## src/rtl/vga_pkg.sv

```systemverilog
// Shared VGA timing constants and controller state encoding, reused by the
// cursor generator and the downstream sync/porch stage.
package vga_pkg;
  localparam int TOTAL_COL  = 800;
  localparam int TOTAL_ROW  = 525;
  localparam int ACTIVE_COL = 640;
  localparam int ACTIVE_ROW = 480;
  localparam int CUR_W      = 10;
  localparam int PRE_W      = 4;

  typedef enum logic [1:0] {
    ST_IDLE  = 2'd0,
    ST_RUN   = 2'd1,
    ST_DRAIN = 2'd2
  } vga_state_e;
endpackage

```

## src/rtl/pix_strobe_div.sv

```systemverilog
// Pixel prescaler: counts 0..CLK_DIV-1 while the generator is active and
// flags the edge at which the count reaches its last value.
module pix_strobe_div
  import vga_pkg::*;
#(
  parameter int CLK_DIV = 2
) (
  input  logic clk,
  input  logic rst_n,
  input  logic adv,
  input  logic run,
  output logic tick
);
  localparam logic [PRE_W-1:0] LAST = PRE_W'(CLK_DIV - 1);

  logic [PRE_W-1:0] pre, pre_nxt;

  // tick is independent of run so the controller can use it to decide
  // whether this edge ends the drain without a combinational loop.
  always_comb begin
    pre_nxt = '0;
    if (adv) pre_nxt = (pre == LAST) ? '0 : pre + PRE_W'(1);
  end

  assign tick = (pre_nxt == LAST);

  always_ff @(posedge clk or negedge rst_n) begin
    if (!rst_n) pre <= '0;
    else        pre <= run ? pre_nxt : '0;
  end
endmodule

```

## src/rtl/vga_cursor_gen.sv

```systemverilog
// VGA raster cursor generator: X/Y scan position, pixel strobe, line/frame
// markers and a completed-frame counter with IDLE/RUN/DRAIN control.
module vga_cursor_gen
  import vga_pkg::*;
#(
  parameter int total_col  = TOTAL_COL,
  parameter int total_row  = TOTAL_ROW,
  parameter int active_col = ACTIVE_COL,
  parameter int active_row = ACTIVE_ROW,
  parameter int CLK_DIV    = 2
) (
  input  logic             i_Clk,
  input  logic             i_Rst_n,
  input  logic             i_En,
  output logic [CUR_W-1:0] o_X_Cursor,
  output logic [CUR_W-1:0] o_Y_Cursor,
  output logic             o_Pix_Stb,
  output logic             o_Active,
  output logic             o_Line_Start,
  output logic             o_Frame_Start,
  output logic [7:0]       o_Frame_Count,
  output logic             o_Busy
);
  localparam logic [CUR_W-1:0] X_LAST = CUR_W'(total_col - 1);
  localparam logic [CUR_W-1:0] Y_LAST = CUR_W'(total_row - 1);
  localparam logic [CUR_W-1:0] X_ACT  = CUR_W'(active_col);
  localparam logic [CUR_W-1:0] Y_ACT  = CUR_W'(active_row);

  vga_state_e       state, state_nxt;
  logic             tick, stb, fresh, x_wrap, y_wrap, drain_done;
  logic             ls, fs, cnt_inc, going;
  logic [CUR_W-1:0] x_nxt, y_nxt;

  assign x_wrap = (o_X_Cursor == X_LAST);
  assign y_wrap = (o_Y_Cursor == Y_LAST);

  pix_strobe_div #(.CLK_DIV(CLK_DIV)) u_div (
    .clk   (i_Clk),
    .rst_n (i_Rst_n),
    .adv   (state != ST_IDLE),
    .run   (going),
    .tick  (tick)
  );

  always_comb begin
    state_nxt = state;
    case (state)
      ST_IDLE:  if (i_En) state_nxt = ST_RUN;
      ST_RUN:   if (!i_En) state_nxt = ST_DRAIN;
      ST_DRAIN: if (i_En) state_nxt = ST_RUN;
                else if (tick && x_wrap && y_wrap) state_nxt = ST_IDLE;
      default:  state_nxt = ST_IDLE;
    endcase
  end

  assign going      = (state_nxt != ST_IDLE);
  assign stb        = tick && going;
  assign drain_done = (state == ST_DRAIN) && !going;

  // The first strobe after leaving IDLE presents 0,0 instead of advancing.
  always_comb begin
    x_nxt   = o_X_Cursor;
    y_nxt   = o_Y_Cursor;
    ls      = 1'b0;
    fs      = 1'b0;
    cnt_inc = 1'b0;
    if (drain_done) begin
      x_nxt   = '0;
      y_nxt   = '0;
      cnt_inc = 1'b1;
    end else if (stb) begin
      if (fresh) begin
        x_nxt = '0;
        y_nxt = '0;
        ls    = 1'b1;
        fs    = 1'b1;
      end else if (x_wrap) begin
        x_nxt = '0;
        ls    = 1'b1;
        if (y_wrap) begin
          y_nxt   = '0;
          fs      = 1'b1;
          cnt_inc = 1'b1;
        end else begin
          y_nxt = o_Y_Cursor + CUR_W'(1);
        end
      end else begin
        x_nxt = o_X_Cursor + CUR_W'(1);
      end
    end
  end

  always_ff @(posedge i_Clk or negedge i_Rst_n) begin
    if (!i_Rst_n) begin
      state         <= ST_IDLE;
      fresh         <= 1'b1;
      o_X_Cursor    <= '0;
      o_Y_Cursor    <= '0;
      o_Pix_Stb     <= 1'b0;
      o_Active      <= 1'b0;
      o_Line_Start  <= 1'b0;
      o_Frame_Start <= 1'b0;
      o_Frame_Count <= '0;
      o_Busy        <= 1'b0;
    end else begin
      state         <= state_nxt;
      fresh         <= !going ? 1'b1 : (stb ? 1'b0 : fresh);
      o_X_Cursor    <= x_nxt;
      o_Y_Cursor    <= y_nxt;
      o_Pix_Stb     <= stb;
      o_Active      <= going && (x_nxt < X_ACT) && (y_nxt < Y_ACT);
      o_Line_Start  <= ls;
      o_Frame_Start <= fs;
      o_Frame_Count <= o_Frame_Count + 8'(cnt_inc);
      o_Busy        <= going;
    end
  end
endmodule

```

## config.mk

```make
export PLATFORM = sky130hd
export DESIGN_NAME = vga_cursor_gen
export DESIGN_NICKNAME = d
export VERILOG_FILES = /design/src/rtl/vga_pkg.sv /design/src/rtl/pix_strobe_div.sv /design/src/rtl/vga_cursor_gen.sv
export SDC_FILE = /design/constraint.sdc
export NUM_CORES = 1
export LEC_CHECK = 0
export CAP_MARGIN = 20
export CORE_UTILIZATION = 30
export CTS_CLUSTER_DIAMETER = 200
export CTS_CLUSTER_SIZE = 14
export DETAILED_ROUTE_END_ITERATION = 8
export DONT_BUFFER_PORTS = 1
export HOLD_SLACK_MARGIN = 0.05
export PLACE_DENSITY = 0.4
export SYNTH_ARGS = -nofsm -noshare
export SYNTH_HDL_FRONTEND = slang
export SYNTH_SLANG_ARGS = --single-unit
```

## constraint.sdc

```tcl
create_clock -name i_Clk -period 3.45 [get_ports i_Clk]
set_clock_uncertainty 0.05 [all_clocks]
set_input_delay 0.5175 -clock i_Clk [delete_from_list [all_inputs] [get_ports i_Clk]]
set_output_delay 0.5175 -clock i_Clk [all_outputs]
set_load 0.005 [all_outputs]
```

==> results.sh <==
export IMPL_powerDensity_nw_per_um2=443
export IMPL_hold_path_endpoint="state[1]"
export IMPL_yosysUniqueCellTypes=49
export IMPL_fillCellCount=642
export IMPL_start_util=0.316
export IMPL_violations="design-rule violations"
export IMPL_h_tree_depth=2
export IMPL_most_common_layout_cells="39 x dfrtp_1, 23 x nor2_1, 19 x nand2_1"
export IMPL_critPathRequiredTime_ns=3.56
export IMPL_clockBufferDepth=2
export IMPL_hold_path_class="in -> reg"
export IMPL_ant_nets=0
export IMPL_crit_chain="ha_1 -> nor3b_1 -> and4b_1 -> nand2_1 -> nor4_1 -> mux2i_1 -> o311a_1 -> a311oi_2"
export IMPL_rows=29
export IMPL_reg2reg_from="u_div.pre[0]"
export IMPL_tightestPinTransition_ns=0.721
export IMPL_slew_headroom=0.517
export IMPL_cp_start_kind="flop"
export IMPL_synth_cells=210
export IMPL_p_leak_nw=0.980
export IMPL_final_common_cell="dfrtp_1"
export IMPL_wl_per_cell_um=15.4
export IMPL_async_flop_share=1.00
export IMPL_holdCritStartpoint="i_En"
export IMPL_synthFlopType="dfrtp_1"
export IMPL_hold_buffers=2
export IMPL_reg2regPathDepth=8
export IMPL_die_h_um=84.7
export IMPL_drc=1
export IMPL_grt_pass1_wl_um=7730
export IMPL_fin_hold_ws_ns=0.228
export IMPL_ir_drop_v=0.000155
export IMPL_path_class="reg -> reg"
export IMPL_portBuffers=0
export IMPL_max_stage_delay_ns=0.43
export IMPL_vias=1541
export IMPL_cts_tree="yes"
export IMPL_antenna_found_initial=0
export IMPL_outcome="finished with violations"
export IMPL_grt_total_usage=0.138
export IMPL_ys_warn_count=0
export IMPL_reg2reg_slack_ns=0.78
export IMPL_numCtsBuffers=5
export IMPL_drive_gt1_frac=0.0833
export IMPL_reg2reg_to="o_Active"
export IMPL_path_buf_inv=0
export IMPL_slew_viol_final=0
export IMPL_crit_slowest_cell="dfrtp_1"
export IMPL_p_total_mw=0.998
export IMPL_syn_area_per_cell_sq_um=9.78
export IMPL_fmax_mhz=375
export IMPL_synthesis_area_sq_um=2050
export IMPL_hpwlAfterDp_um=3340
export IMPL_worstPathArrival_ns=2.78
export IMPL_clockRootBuffer="clkbuf_8"
export IMPL_grt_overflow=0
export IMPL_detail_route_vias_per_cell=5.26
export IMPL_hold_violations=0
export IMPL_synth_edff_count=0
export IMPL_drt_total_wl_um=4500
export IMPL_drtIter0Drc=76
export IMPL_cts_sinks=40
export IMPL_dr_pass1_iters=8
export IMPL_holdPathStages=1
export IMPL_post_cts_buffers=0
export IMPL_grt_max_degree=41
export IMPL_dieArea_sq_um=7180
export IMPL_clk_pin_slew_worst_paths_ns=0.08
export IMPL_core_area_sq_um=6490
export IMPL_cts_resized=0
export IMPL_syn_num_nets=220
export IMPL_clk_latency_ns=0.29
export IMPL_gp_congestion=0.798
export IMPL_end_kind="flop"
export IMPL_die_x_um=84.7
export IMPL_crit_fanout=10
export IMPL_layout_nets=225
export IMPL_fin_tns_setup_ns=0
export IMPL_first_global_vias=1530
export IMPL_min_period_over_period=0.773
export IMPL_ios=36
export IMPL_ys_ff_latch=40
export IMPL_area_growth_pct=9.81
export IMPL_crit_family="simple AND/OR/NAND/NOR gates"
export IMPL_rsz0062_at_grt="no"
export IMPL_n_antenna_cell=0
export IMPL_layout_min_cycle_time_ns=2.67
export IMPL_cap_viol_max_count=0
export IMPL_setup_viol=0
export IMPL_synth_seq_area_share=0.488
-- logic make-up after synthesis --
kind of cell / Yosys count / share of synthesized area
simple gates: 92 / 0.246
mux: 2 / 0.00975
compound gates: 37 / 0.115
buf+inv: 16 / 0.0305
xor+xnor: 16 / 0.0683
flops: 40 / 0.488
fa+ha+maj: 7 / 0.0427
-- metal layers --
metal | routed length [um] | share of wire | global-route usage
met4 | 66 | 0.015 | 0.0586
met5 | 0 | 0 | 0
met3 | 243 | 0.054 | 0.0383
met1 | 2120 | 0.47 | 0.185
met2 | 2070 | 0.46 | 0.209
-- cell usage after synthesis (2+ instances only) --
cell      number  area, sq um
nand3b_1       2         15.0
nor2b_1        3         18.8
xor2_1         7         61.3
o31ai_1        3         22.5
o21ai_0       14         70.1
o21ai_1        4         20.0
nand2b_1       3         18.8
nor2_1        23         86.3
mux2i_1        2         20.0
nand3_1       13         65.1
dfrtp_1       39          976
buf_2          2         10.0
nor4_1         5         31.3
nor3_1         2         10.0
nand2_1       19         71.3
inv_1         11         41.3
ha_1           7         87.6
xnor2_1        9         78.8
clkbuf_1       2         7.51
a21oi_1        6         30.0
and3_1         3         18.8
nand4_1        4         25.0
-- worst max-delay path by stage --
stage,slack (ns),start,cells past startpoint,endpoint
after CTS,0.79,u_div.pre[0],8,o_Active
final,0.78,u_div.pre[0],8,o_Active
after floorplan,1.10,u_div.pre[0],9,o_Active
after detailed placement,0.79,u_div.pre[0],8,o_Active
after global placement,0.87,o_X_Cursor[0],8,o_Active
after global routing,0.42,u_div.pre[0],8,o_Active
-- report_power, final --
part	switching, mW	leakage, nW	internal, mW
registers	0.0376	0.538	0.501
logic	0.0910	0.391	0.0473
clock network	0.162	0.0510	0.160
total	0.290	0.980	0.708
-- stage by stage --
stage	worst slack, ns	instance area (sq um)	utilization	std cells
2_1_floorplan	1.10	2050	-	210
3_3_place_gp	0.871	2130	0.328	283
3_5_place_dp	0.793	2130	0.328	283
4_1_cts	0.786	2250	0.347	293
5_1_grt	0.424	2250	0.347	293
6_report	0.784	2250	0.347	293
-- layout make-up --
| class | instances | area (sq um) | area share |
|---|---|---|---|
| sequential | 40 | 1000 | 0.445 |
| multi-input combinational | 154 | 988 | 0.438 |
| tap | 77 | 96.3 | 0.0427 |
| clock buffer | 6 | 82.6 | 0.0366 |
| inverter | 12 | 45.0 | 0.0200 |
| timing repair buffer | 2 | 30.0 | 0.0133 |
| clock inverter | 2 | 10.0 | 0.00444 |
-- flip-flops by register name, summed over array words and instances (netlist names) --
name	count
o_Frame_Start	1
fresh	1
o_X_Cursor	10
o_Busy	1
state	2
u_div.pre	4
o_Y_Cursor	10
o_Active	1
o_Frame_Count	8
o_Line_Start	1
o_Pix_Stb	1
(Power assumes the default switching activity.)
